File: src/rtl/vp_pkg.sv
// Shared definitions for the YCbCr binarisation / bounding-box video pipeline.
package vp_pkg;

  typedef enum logic [1:0] {
    MODE_PASS  = 2'd0,
    MODE_YCBCR = 2'd1,
    MODE_MASK  = 2'd2,
    MODE_BBOX  = 2'd3
  } vp_mode_e;

  localparam int LAT_CONV = 3;

  // BT.601 coefficients with 8 fractional bits
  localparam int Y_R  = 66;
  localparam int Y_G  = 129;
  localparam int Y_B  = 25;
  localparam int CB_R = -38;
  localparam int CB_G = -74;
  localparam int CB_B = 112;
  localparam int CR_R = 112;
  localparam int CR_G = -94;
  localparam int CR_B = -18;
  localparam int CONV_FRAC  = 8;
  localparam int CONV_ROUND = 128;

endpackage

File: src/rtl/vp_ycbcr_conv.sv
// Three-stage RGB to YCbCr converter; timing signals travel alongside the pixel.
module vp_ycbcr_conv
  import vp_pkg::*;
#(
  parameter int DW = 8
) (
  input  logic            clk,
  input  logic            rst_n,
  input  logic [3*DW-1:0] pixel_in,
  input  logic            de_in,
  input  logic            h_sync_in,
  input  logic            v_sync_in,
  output logic [DW-1:0]   y_out,
  output logic [DW-1:0]   cb_out,
  output logic [DW-1:0]   cr_out,
  output logic            de_out,
  output logic            h_sync_out,
  output logic            v_sync_out
);

  // Sum magnitude stays below 2^(DW+8); two guard bits cover sign and rounding.
  localparam int SW = DW + 10;
  localparam logic signed [SW-1:0] K_YR  = SW'(Y_R);
  localparam logic signed [SW-1:0] K_YG  = SW'(Y_G);
  localparam logic signed [SW-1:0] K_YB  = SW'(Y_B);
  localparam logic signed [SW-1:0] K_CBR = SW'(CB_R);
  localparam logic signed [SW-1:0] K_CBG = SW'(CB_G);
  localparam logic signed [SW-1:0] K_CBB = SW'(CB_B);
  localparam logic signed [SW-1:0] K_CRR = SW'(CR_R);
  localparam logic signed [SW-1:0] K_CRG = SW'(CR_G);
  localparam logic signed [SW-1:0] K_CRB = SW'(CR_B);
  localparam logic signed [SW-1:0] RND   = SW'(CONV_ROUND);
  localparam logic signed [SW-1:0] OFF_Y = SW'(16 << (DW - 8));
  localparam logic signed [SW-1:0] OFF_C = SW'(128 << (DW - 8));
  localparam logic signed [SW-1:0] MAX_V = SW'((1 << DW) - 1);

  logic [DW-1:0]        r1, g1, b1;
  logic signed [SW-1:0] r_s, g_s, b_s;
  logic signed [SW-1:0] y_sum, cb_sum, cr_sum;
  logic signed [SW-1:0] y_res, cb_res, cr_res;
  logic [2:0]           tim1, tim2;

  function automatic logic [DW-1:0] sat(input logic signed [SW-1:0] v);
    if (v[SW-1]) return '0;
    else if (v > MAX_V) return '1;
    else return v[DW-1:0];
  endfunction

  assign r_s = signed'(SW'(r1));
  assign g_s = signed'(SW'(g1));
  assign b_s = signed'(SW'(b1));

  assign y_res  = (y_sum  >>> CONV_FRAC) + OFF_Y;
  assign cb_res = (cb_sum >>> CONV_FRAC) + OFF_C;
  assign cr_res = (cr_sum >>> CONV_FRAC) + OFF_C;

  always_ff @(posedge clk or negedge rst_n) begin
    if (!rst_n) begin
      r1         <= '0;
      g1         <= '0;
      b1         <= '0;
      tim1       <= '0;
      y_sum      <= '0;
      cb_sum     <= '0;
      cr_sum     <= '0;
      tim2       <= '0;
      y_out      <= '0;
      cb_out     <= '0;
      cr_out     <= '0;
      de_out     <= 1'b0;
      h_sync_out <= 1'b0;
      v_sync_out <= 1'b0;
    end else begin
      {r1, g1, b1} <= pixel_in;
      tim1         <= {de_in, h_sync_in, v_sync_in};
      y_sum        <= K_YR  * r_s + K_YG  * g_s + K_YB  * b_s + RND;
      cb_sum       <= K_CBR * r_s + K_CBG * g_s + K_CBB * b_s + RND;
      cr_sum       <= K_CRR * r_s + K_CRG * g_s + K_CRB * b_s + RND;
      tim2         <= tim1;
      y_out        <= sat(y_res);
      cb_out       <= sat(cb_res);
      cr_out       <= sat(cr_res);
      {de_out, h_sync_out, v_sync_out} <= tim2;
    end
  end

endmodule

File: src/rtl/vp_bin_bbox.sv
// Skin-tone style binarisation with per-frame bounding box, count and box overlay.
module vp_bin_bbox
  import vp_pkg::*;
#(
  parameter int              DW        = 8,
  parameter int              XW        = 11,
  parameter int              YW        = 11,
  parameter logic [3*DW-1:0] OVL_COLOR = {{DW{1'b1}}, {(2*DW){1'b0}}}
) (
  input  logic              clk,
  input  logic              rst_n,
  input  logic              de_in,
  input  logic              h_sync_in,
  input  logic              v_sync_in,
  input  logic [3*DW-1:0]   pixel_in,
  input  logic [1:0]        sw,
  input  logic [DW-1:0]     cb_lo,
  input  logic [DW-1:0]     cb_hi,
  input  logic [DW-1:0]     cr_lo,
  input  logic [DW-1:0]     cr_hi,
  output logic [3*DW-1:0]   pixel_out,
  output logic              de_out,
  output logic              h_sync_out,
  output logic              v_sync_out,
  output logic [XW-1:0]     bbox_xmin,
  output logic [XW-1:0]     bbox_xmax,
  output logic [YW-1:0]     bbox_ymin,
  output logic [YW-1:0]     bbox_ymax,
  output logic [XW+YW-1:0]  fg_count,
  output logic              frame_done
);

  logic [3*DW-1:0]  pix_d [LAT_CONV];
  logic [DW-1:0]    c_y, c_cb, c_cr;
  logic             c_de, c_hs, c_vs;
  logic             vs_q, de_q, started, bbox_valid;
  vp_mode_e         mode_q, mode_e;
  logic [DW-1:0]    cb_lo_q, cb_hi_q, cr_lo_q, cr_hi_q;
  logic [DW-1:0]    cb_lo_e, cb_hi_e, cr_lo_e, cr_hi_e;
  logic [XW-1:0]    x_cnt, x_e, x_base, x_nxt, acc_xmin, acc_xmax, nx_xmin, nx_xmax, bx_min_e, bx_max_e;
  logic [YW-1:0]    y_cnt, y_e, y_nxt, acc_ymin, acc_ymax, nx_ymin, nx_ymax, by_min_e, by_max_e;
  logic [XW+YW-1:0] acc_cnt, nx_cnt;
  logic             fs, de_fall, fg, valid_e, on_border;
  logic [3*DW-1:0]  pix_nxt;

  vp_ycbcr_conv #(.DW(DW)) u_conv (
    .clk        (clk),
    .rst_n      (rst_n),
    .pixel_in   (pixel_in),
    .de_in      (de_in),
    .h_sync_in  (h_sync_in),
    .v_sync_in  (v_sync_in),
    .y_out      (c_y),
    .cb_out     (c_cb),
    .cr_out     (c_cr),
    .de_out     (c_de),
    .h_sync_out (c_hs),
    .v_sync_out (c_vs)
  );

  assign fs      = c_vs & ~vs_q;
  assign de_fall = de_q & ~c_de;

  // The pixel coincident with frame start already sees the new frame's settings.
  assign mode_e   = fs ? vp_mode_e'(sw) : mode_q;
  assign cb_lo_e  = fs ? cb_lo : cb_lo_q;
  assign cb_hi_e  = fs ? cb_hi : cb_hi_q;
  assign cr_lo_e  = fs ? cr_lo : cr_lo_q;
  assign cr_hi_e  = fs ? cr_hi : cr_hi_q;
  assign x_e      = fs ? '0 : x_cnt;
  assign y_e      = fs ? '0 : y_cnt;
  assign bx_min_e = fs ? acc_xmin : bbox_xmin;
  assign bx_max_e = fs ? acc_xmax : bbox_xmax;
  assign by_min_e = fs ? acc_ymin : bbox_ymin;
  assign by_max_e = fs ? acc_ymax : bbox_ymax;
  assign valid_e  = fs ? (acc_cnt != '0) : bbox_valid;

  assign fg = (c_cb > cb_lo_e) && (c_cb < cb_hi_e) && (c_cr > cr_lo_e) && (c_cr < cr_hi_e);

  // Box position only has meaning for active pixels, so blanking never gets painted.
  assign on_border = c_de && valid_e &&
                     ((((x_e == bx_min_e) || (x_e == bx_max_e)) && (y_e >= by_min_e) && (y_e <= by_max_e)) ||
                      (((y_e == by_min_e) || (y_e == by_max_e)) && (x_e >= bx_min_e) && (x_e <= bx_max_e)));

  assign x_base = (fs || de_fall) ? '0 : x_cnt;
  assign x_nxt  = (c_de && (x_base != '1)) ? x_base + 1'b1 : x_base;
  assign y_nxt  = fs ? '0 : ((de_fall && (y_cnt != '1)) ? y_cnt + 1'b1 : y_cnt);

  always_comb begin
    nx_xmin = fs ? '1 : acc_xmin;
    nx_xmax = fs ? '0 : acc_xmax;
    nx_ymin = fs ? '1 : acc_ymin;
    nx_ymax = fs ? '0 : acc_ymax;
    nx_cnt  = fs ? '0 : acc_cnt;
    if (c_de && fg) begin
      if (x_e < nx_xmin) nx_xmin = x_e;
      if (x_e > nx_xmax) nx_xmax = x_e;
      if (y_e < nx_ymin) nx_ymin = y_e;
      if (y_e > nx_ymax) nx_ymax = y_e;
      if (nx_cnt != '1) nx_cnt = nx_cnt + 1'b1;
    end
  end

  always_comb begin
    pix_nxt = pix_d[LAT_CONV-1];
    case (mode_e)
      MODE_YCBCR: pix_nxt = {c_y, c_cb, c_cr};
      MODE_MASK:  pix_nxt = fg ? '1 : '0;
      MODE_BBOX:  pix_nxt = on_border ? OVL_COLOR : (fg ? '1 : '0);
      default:    pix_nxt = pix_d[LAT_CONV-1];
    endcase
  end

  always_ff @(posedge clk or negedge rst_n) begin
    if (!rst_n) begin
      for (int i = 0; i < LAT_CONV; i++) pix_d[i] <= '0;
      vs_q       <= 1'b0;
      de_q       <= 1'b0;
      started    <= 1'b0;
      bbox_valid <= 1'b0;
      mode_q     <= MODE_PASS;
      cb_lo_q    <= '0;
      cb_hi_q    <= '0;
      cr_lo_q    <= '0;
      cr_hi_q    <= '0;
      x_cnt      <= '0;
      y_cnt      <= '0;
      acc_xmin   <= '1;
      acc_xmax   <= '0;
      acc_ymin   <= '1;
      acc_ymax   <= '0;
      acc_cnt    <= '0;
      pixel_out  <= '0;
      de_out     <= 1'b0;
      h_sync_out <= 1'b0;
      v_sync_out <= 1'b0;
      bbox_xmin  <= '1;
      bbox_xmax  <= '0;
      bbox_ymin  <= '1;
      bbox_ymax  <= '0;
      fg_count   <= '0;
      frame_done <= 1'b0;
    end else begin
      pix_d[0] <= pixel_in;
      for (int i = 1; i < LAT_CONV; i++) pix_d[i] <= pix_d[i-1];
      vs_q     <= c_vs;
      de_q     <= c_de;
      x_cnt    <= x_nxt;
      y_cnt    <= y_nxt;
      acc_xmin <= nx_xmin;
      acc_xmax <= nx_xmax;
      acc_ymin <= nx_ymin;
      acc_ymax <= nx_ymax;
      acc_cnt  <= nx_cnt;
      if (fs) begin
        mode_q     <= vp_mode_e'(sw);
        cb_lo_q    <= cb_lo;
        cb_hi_q    <= cb_hi;
        cr_lo_q    <= cr_lo;
        cr_hi_q    <= cr_hi;
        bbox_xmin  <= acc_xmin;
        bbox_xmax  <= acc_xmax;
        bbox_ymin  <= acc_ymin;
        bbox_ymax  <= acc_ymax;
        fg_count   <= acc_cnt;
        bbox_valid <= (acc_cnt != '0);
        started    <= 1'b1;
      end
      frame_done <= fs & started;
      pixel_out  <= pix_nxt;
      de_out     <= c_de;
      h_sync_out <= c_hs;
      v_sync_out <= c_vs;
    end
  end

endmodule
File: config.mk
export PLATFORM = sky130hd
export DESIGN_NAME = vp_bin_bbox
export DESIGN_NICKNAME = d
export VERILOG_FILES = /design/src/rtl/vp_pkg.sv /design/src/rtl/vp_ycbcr_conv.sv /design/src/rtl/vp_bin_bbox.sv
export SDC_FILE = /design/constraint.sdc
export NUM_CORES = 1
export LEC_CHECK = 0
export BUFFER_PORTS_ARGS = -buffer_cell sky130_fd_sc_hd__buf_2
export CAP_MARGIN = 40
export CORE_MARGIN = 2
export CORE_UTILIZATION = 32
export DETAILED_ROUTE_END_ITERATION = 10
export GPL_TIMING_DRIVEN = 0
export REMOVE_ABC_BUFFERS = 1
export SKIP_LAST_GASP = 1
export SYNTH_ARGS = -nofsm -noshare
export SYNTH_HDL_FRONTEND = slang
export SYNTH_HIERARCHICAL = 1
export SYNTH_SLANG_ARGS = --single-unit
File: constraint.sdc
create_clock -name clk -period 13.38 [get_ports clk]
set_input_delay 1.338 -clock clk [delete_from_list [all_inputs] [get_ports clk]]
set_output_delay 1.338 -clock clk [all_outputs]
set_load 0.05 [all_outputs]
# --- Yosys cells after proc, flatten, opt, wreduce, memory -nomap -nowiden ---
# Cells that the tools add are included.
totals:
  output_inout_bits: 94
  regBits: 401
classes:
  muxes: 40
  order_cmp: 15
  bitwise: 5
  n_eq_ne: 10
  n_mul: 9
  n_reduce_logical: 18
  addsub: 15
op_table:
  columns: ["op", "n"]
  rows:
  - ["$mux W11", 22]
  - ["$add A18 B18 Y18", 6]
  - ["$mux W8", 10]
  - ["$pmux W24 S3", 1]
  - ["$mux W22", 3]
  - ["$add A18 B9 Y18 const B", 3]
  - ["$gt A18 B9 Y1 const B", 3]
  - ["$mux W24", 2]
  - ["$eq A11 B11 Y1", 4]
  - ["$mul A7 B9 Y16 const A", 2]
  - ["$add A10 B9 Y11 const B", 2]
  - ["$add A11 B1 Y11 const B", 2]
  - ["$add A22 B1 Y22 const B", 1]
  - ["$ge A11 B11 Y1", 2]
  - ["$gt A11 B11 Y1", 2]
  - ["$le A11 B11 Y1", 2]
  - ["$lt A11 B11 Y1", 2]
  - ["$mul A3 B8 Y11 const A", 2]
  - ["$ne A11 B11 Y1 const B", 2]
  - ["$ne A22 B22 Y1 const B", 1]
  - ["$reduce_bool A22 Y1", 1]
  - ["$gt A8 B8 Y1", 2]
  - ["$lt A8 B8 Y1", 2]
  - ["$mul A8 B8 Y16 const A", 1]
  - ["other kinds (14)", 32]

# --- Logic depth before layout (Yosys ltp) ---
depth:
  ltp_word: 11
  mapped_depth: 26

# --- Modules after synthesis ---
# The synthesis kept the hierarchy.
by_module_without_submodules:
  columns: ["mod", "instances", "area_per_inst_um2", "seq_area_each_um2", "cells_per_inst"]
  rows:
  - ["vp_bin_bbox", 1, 13847.0, 7312.0, 1298]
  - ["vp_ycbcr_conv", 1, 11390.9, 2177.1, 1117]

# --- Worst setup path before layout ---
# OpenSTA, ideal clock, no wires.
synth_timing:
  path_type: "reg2reg"
  startpoint: "register vs_q"
  endpoint: "register acc_ymax[0]"
  path_stages_with_launch: 19
  path_slack_ns: 7.499
  synth_period_minus_slack_ns: 5.881
  path_buffers: 8
  setup_ns: 0.131
  arrival_ns: 5.751
  cell_sequence: "dfrtp_1 nand2b_1 clkbuf_1 buf_1 clkbuf_1 buf_2 clkbuf_1 clkbuf_1 mux2i_1 ha_1 nand4_1 nor2_1 or4_1 or4_1 or4b_1 buf_2 or3_1 buf_2 mux2i_1"
synth_between:
  elab_chain_len: 9
  word_cells_on_any_way: 19
  cone_classes: "order compare (5); mux (8); bitwise (2); reduce/logical (4)"
synth_rtl:
  columns: ["item", "line", "rtl"]
  rows:
  - ["from (decl)", "vp_bin_bbox.sv:36", "logic vs_q, de_q, started, bbox_valid;"]
  - ["from (signal assigned)", "vp_bin_bbox.sv:146", "vs_q <= c_vs;"]
  - ["$not A1 Y1 (*)", "vp_bin_bbox.sv:61", "assign fs = c_vs & ~vs_q;"]
  - ["$and A1 B1 Y1 (*)", "vp_bin_bbox.sv:61", null]
  - ["$mux W8", null, null]
  - ["$gt A8 B8 Y1 / $lt A8 B8 Y1 (equally long branches)", "vp_bin_bbox.sv:78", "assign fg = (c_cb > cb_lo_e) && (c_cb < cb_hi_e) && (c_cr > cr_lo_e) && (c_cr < cr_hi_e);"]
  - ["$logic_and A1 B1 Y1 (3 in a row)", "vp_bin_bbox.sv:78", null]
  - ["$logic_and A1 B1 Y1", "vp_bin_bbox.sv:95", "if (c_de && fg) begin"]
  - ["$mux W11 (*)", "vp_bin_bbox.sv:95", null]
  - ["via nx_ymax[0]", "vp_bin_bbox.sv:41", "logic [YW-1:0] y_cnt, y_e, y_nxt, acc_ymin, acc_ymax, nx_ymin, nx_ymax, by_min_e, by_max_e;"]
  - ["to (signal assigned)", "vp_bin_bbox.sv:153", "acc_ymax <= nx_ymax;"]
  - ["to (decl)", "vp_bin_bbox.sv:41", null]
# The timed path passes the listed nets; every way through them passes the cells marked *.
# A chain may end at the register's enable or synchronous reset.

# --- Worst setup path after layout ---
layout_timing:
  startpoint: "register u_conv.g1[5]"
  endpoint: "register u_conv.cb_sum[16]"
layout_between:
  elab_chain_len: 4
layout_rtl:
  columns: ["item", "line", "rtl"]
  rows:
  - ["from (decl)", "vp_ycbcr_conv.sv:37", "logic [DW-1:0] r1, g1, b1;"]
  - ["from (signal assigned)", "vp_ycbcr_conv.sv:74", "{r1, g1, b1} <= pixel_in;"]
  - ["$mul A7 B9 Y16", "vp_ycbcr_conv.sv:77", "cb_sum <= K_CBR * r_s + K_CBG * g_s + K_CBB * b_s + RND;"]
  - ["$add A18 B18 Y18 (2 in a row)", "vp_ycbcr_conv.sv:77", null]
  - ["$add A18 B9 Y18", "vp_ycbcr_conv.sv:77", null]
  - ["to (signal assigned)", "vp_ycbcr_conv.sv:77", null]
  - ["to (decl)", "vp_ycbcr_conv.sv:39", "logic signed [SW-1:0] y_sum, cb_sum, cr_sum;"]
# No other way between the ends.

==> impl_metrics.ini <==
[yosys]
synthesis.instances = 2415
synth_top_area_cell = dfrtp_1
synth_async_sr_flop_share_pct = 100
avgSynthCellArea_um2 = 10.5
synth-seq-cells = 377
synth_enable_flop_cells = 0
syn-cell-area_um2 = 25200
yosysUniqueCellTypes = 75
synth_common_cells = ha_1 (407), dfrtp_1 (333), inv_1 (324), nand2_1 (234), nor2_1 (130)
synth_top_family_by_area = adder cells
synth.most_common_cell = ha_1
yosys-top-cells-area = dfrtp_1 (33%), ha_1 (20%), fa_1 (8.6%), inv_1 (4.8%), mux2i_1 (4.7%)
yosysTopAreaCellShare_pct = 33.0
seq_area_frac_synth_pct = 37.6
synthAdderAreaFrac_pct = 28.8
synth-xor-area-share_pct = 3.40
yosysWarnings = 6
synth_compound_area_share_pct = 8.42
synth_ff_type = dfrtp_1
synthSimpleGateAreaFrac_pct = 11.1
synth.mux.area_fraction_pct = 4.99

[global_route]
grt_pass1_wl_um = 95500
track_usage_pct = 14.8
antenna_found_initial = 6
grt_pass1_vias = 17300
overflow = 0
grt_max_degree = 120

[setup_path]
cp_data_required_time_ns = 13.83
arrival_ns = 7.14
r2r_cells = 21
rrSetupSlack_ns = 6.69
timing.critical_path.to_type = flop
reg2reg_to = u_conv/cb_sum[16]
start_kind = flop
r2r_start = u_conv/g1[5]
cp_max_fo = 6
worstSetupPathType = flop to flop

[finish]
layout-area-overhead-vs-synth_pct = 14.2
finalNetCount = 3156
layout-drive-gt1-share_pct = 11.7
final_area_um2 = 28800
final_cell_count_no_fill = 3651
fillers = 7686

[power]
switching_share_pct = 41.4
intPower_mw = 3.53
cellLeakagePower_nw = 15.1
clock_power_share_pct = 20.1
power_mw = 6.02
pwr-share-seq_pct = 26.1
pwr-share-comb_pct = 53.8
power-per-cell-area_nw_per_um2 = 209
p_sw_mw = 2.50
vdd_ir_drop_max_mv = 0.222

[timing]
maxSlewViolCount = 0
clock_skew_ns = 0.0372
fmax_mhz = 149
post-route-min-period_ns = 6.69
setup_viol = 0
hold_viol_final = 0
period_share_pct = 50.0
rsz0062_at_grt = false
worst_pin_slew_ns = 0.969
slew-limit-headroom_pct = 34.8
setup_ws_ns = 6.69

[worst_hold_path]
min_path_type = flop to flop
hold_end = pix_d[0]
min_from = pix_d[24]
whs_path_depth = 0

[job]
maxCapViolations = 0

[cts]
holdBufCountCts = 0
cts_tree = done
ctsResizeCount = 0
ctsRootBufferMaster = clkbuf_16
clk_pin_slew_worst_paths_ns = 0.06
clockBufferDepth = 3
cts.sinks = 377
cts_buffers = 43
cts_htree_levels = 2
cts_setup_buffers = 0
clock_latency_ns = 0.59

[floorplanning]
dieWidth_um = 285
ios = 157
die_area_um2 = 81100
coreArea_um2 = 77700
die_y_um = 285
rows = 102
start_util_pct = 32.5

[detailed_routing]
drt-initial-drc-count = 785
viasPerCell = 4.71
firstDrtPassIters = 5
wirelength_um = 59200
drc = 0
ant_nets = 0
wl_per_cell_um = 16.2
vias = 17200

[place]
dp.cells = 3573
gp_congestion = 0.811
portBuffers = 156
dpl_cell_area_um2 = 27400
pre_cts_ws_ns = 6.69
post-dp-hpwl_um = 45700

[status]
status = complete, no violations
## cells by family after synthesis
| kind of cell | Yosys count |
|---|---|
| xor+xnor | 98 |
| buf+inv | 377 |
| mux | 125 |
| compound gates | 329 |
| fa+ha+maj | 517 |
| simple gates | 592 |
| flops | 377 |
## registers in the layout, indices dropped and copies added (netlist names), 11 cells and up
register,cells
fg_count,22
bbox_ymin,11
x_cnt,11
acc_cnt,22
acc_ymax,11
acc_xmax,11
pix_d,72
y_cnt,11
pixel_out,24
bbox_xmin,11
acc_ymin,11
bbox_xmax,11
acc_xmin,11
bbox_ymax,11
## stage by stage
stage          hold slack (ns)  setup TNS, ns  utilization (%)
5_1_grt                  0.343              0             37.1
3_5_place_dp             0.335              0             35.3
4_1_cts                  0.328              0             37.1
6_report                 0.329              0             37.1
3_3_place_gp             0.331         -21.68             34.9
2_1_floorplan            0.331              0                -
## worst max-delay path by stage
stage                       from                end
CTS                 u_conv/g1[5]  u_conv/cb_sum[17]
floorplan                   vs_q       pixel_out[0]
global route        u_conv/r1[5]  u_conv/cb_sum[17]
finish              u_conv/g1[5]  u_conv/cb_sum[16]
global placement            vs_q       pixel_out[5]
detailed placement  u_conv/g1[5]  u_conv/cb_sum[17]
## cell type report
class                   count  area (um^2)  share of cell area [%]
inverters                 325         1220                    4.23
clock inverters            19          248                   0.859
flip-flops and latches    377         9490                    32.9
clock buffers              58         1180                    4.11
multi-input cells        1661        14300                    49.7
repair buffers            170         1050                    3.63
diodes                      1         2.50                 0.00868
well taps                1040         1300                    4.51
## metal layers
| layer | vias up | share of wire [%] | GRT usage [%] | wire length, um |
|---|---|---|---|---|
| li1 | 8546 | - | - | - |
| met1 | 8286 | 48 | 20.4 | 28200 |
| met2 | 285 | 45 | 24.0 | 26900 |
| met3 | 78 | 4.6 | 2.65 | 2700 |
| met4 | 12 | 2.2 | 3.83 | 1320 |
| met5 | - | 0.11 | 0 | 65 |
## placed cells by master (no fill, tap or decap), types with 8 or more instances in the layout
cell type / netlist / final
fa_1: 108 / 108
buf_2: 5 / 158
xnor2_1: 61 / 61
o41ai_1: 13 / 13
or4_1: 9 / 9
inv_1: 324 / 324
nand3_1: 32 / 32
dfrtp_1: 333 / 333
a31oi_1: 21 / 21
ha_1: 407 / 407
nand2_1: 234 / 234
nor2b_1: 22 / 22
clkbuf_16: 0 / 44
and3_1: 13 / 13
nor2_1: 130 / 130
nor3_1: 22 / 22
nand2b_1: 34 / 33
nand4_1: 32 / 32
nor4_1: 18 / 18
a21oi_1: 99 / 99
mux2i_1: 118 / 117
o21bai_1: 11 / 11
o21a_1: 19 / 19
a21o_1: 26 / 26
o21ai_0: 67 / 67
nor3b_1: 8 / 8
dfstp_2: 44 / 44
o31ai_1: 11 / 11
clkbuf_1: 42 / 11
clkinv_2: 0 / 8
xor2_1: 37 / 37
## power groups by stage
stage / registers [mW] / logic, mW / clock network [mW]
after global placement: 1.59 / 3.23 / 0
final: 1.57 / 3.24 / 1.21
after global routing: 1.60 / 3.71 / 1.30
after CTS: 1.57 / 3.28 / 1.25
after detailed placement: 1.59 / 3.25 / 0
after floorplan: 1.72 / 2.40 / 0
## worst max-delay path: stages (launching register included)
cell and delay (ns):
dfrtp_1 0.64, inv_1 0.28, ha_1 0.38, inv_1 0.06, fa_1 0.49, inv_1 0.06
fa_1 0.52, fa_1 0.56, inv_1 0.04, ha_1 0.33, or2_2 0.30, a21oi_1 0.16
a21oi_1 0.11, a211oi_1 0.42, xnor2_1 0.21, fa_1 0.47, ha_1 0.31, ha_1 0.33
nor2b_1 0.14, a311oi_1 0.46, o21bai_1 0.13, xor2_1 0.16
(Power assumes the default switching activity.)
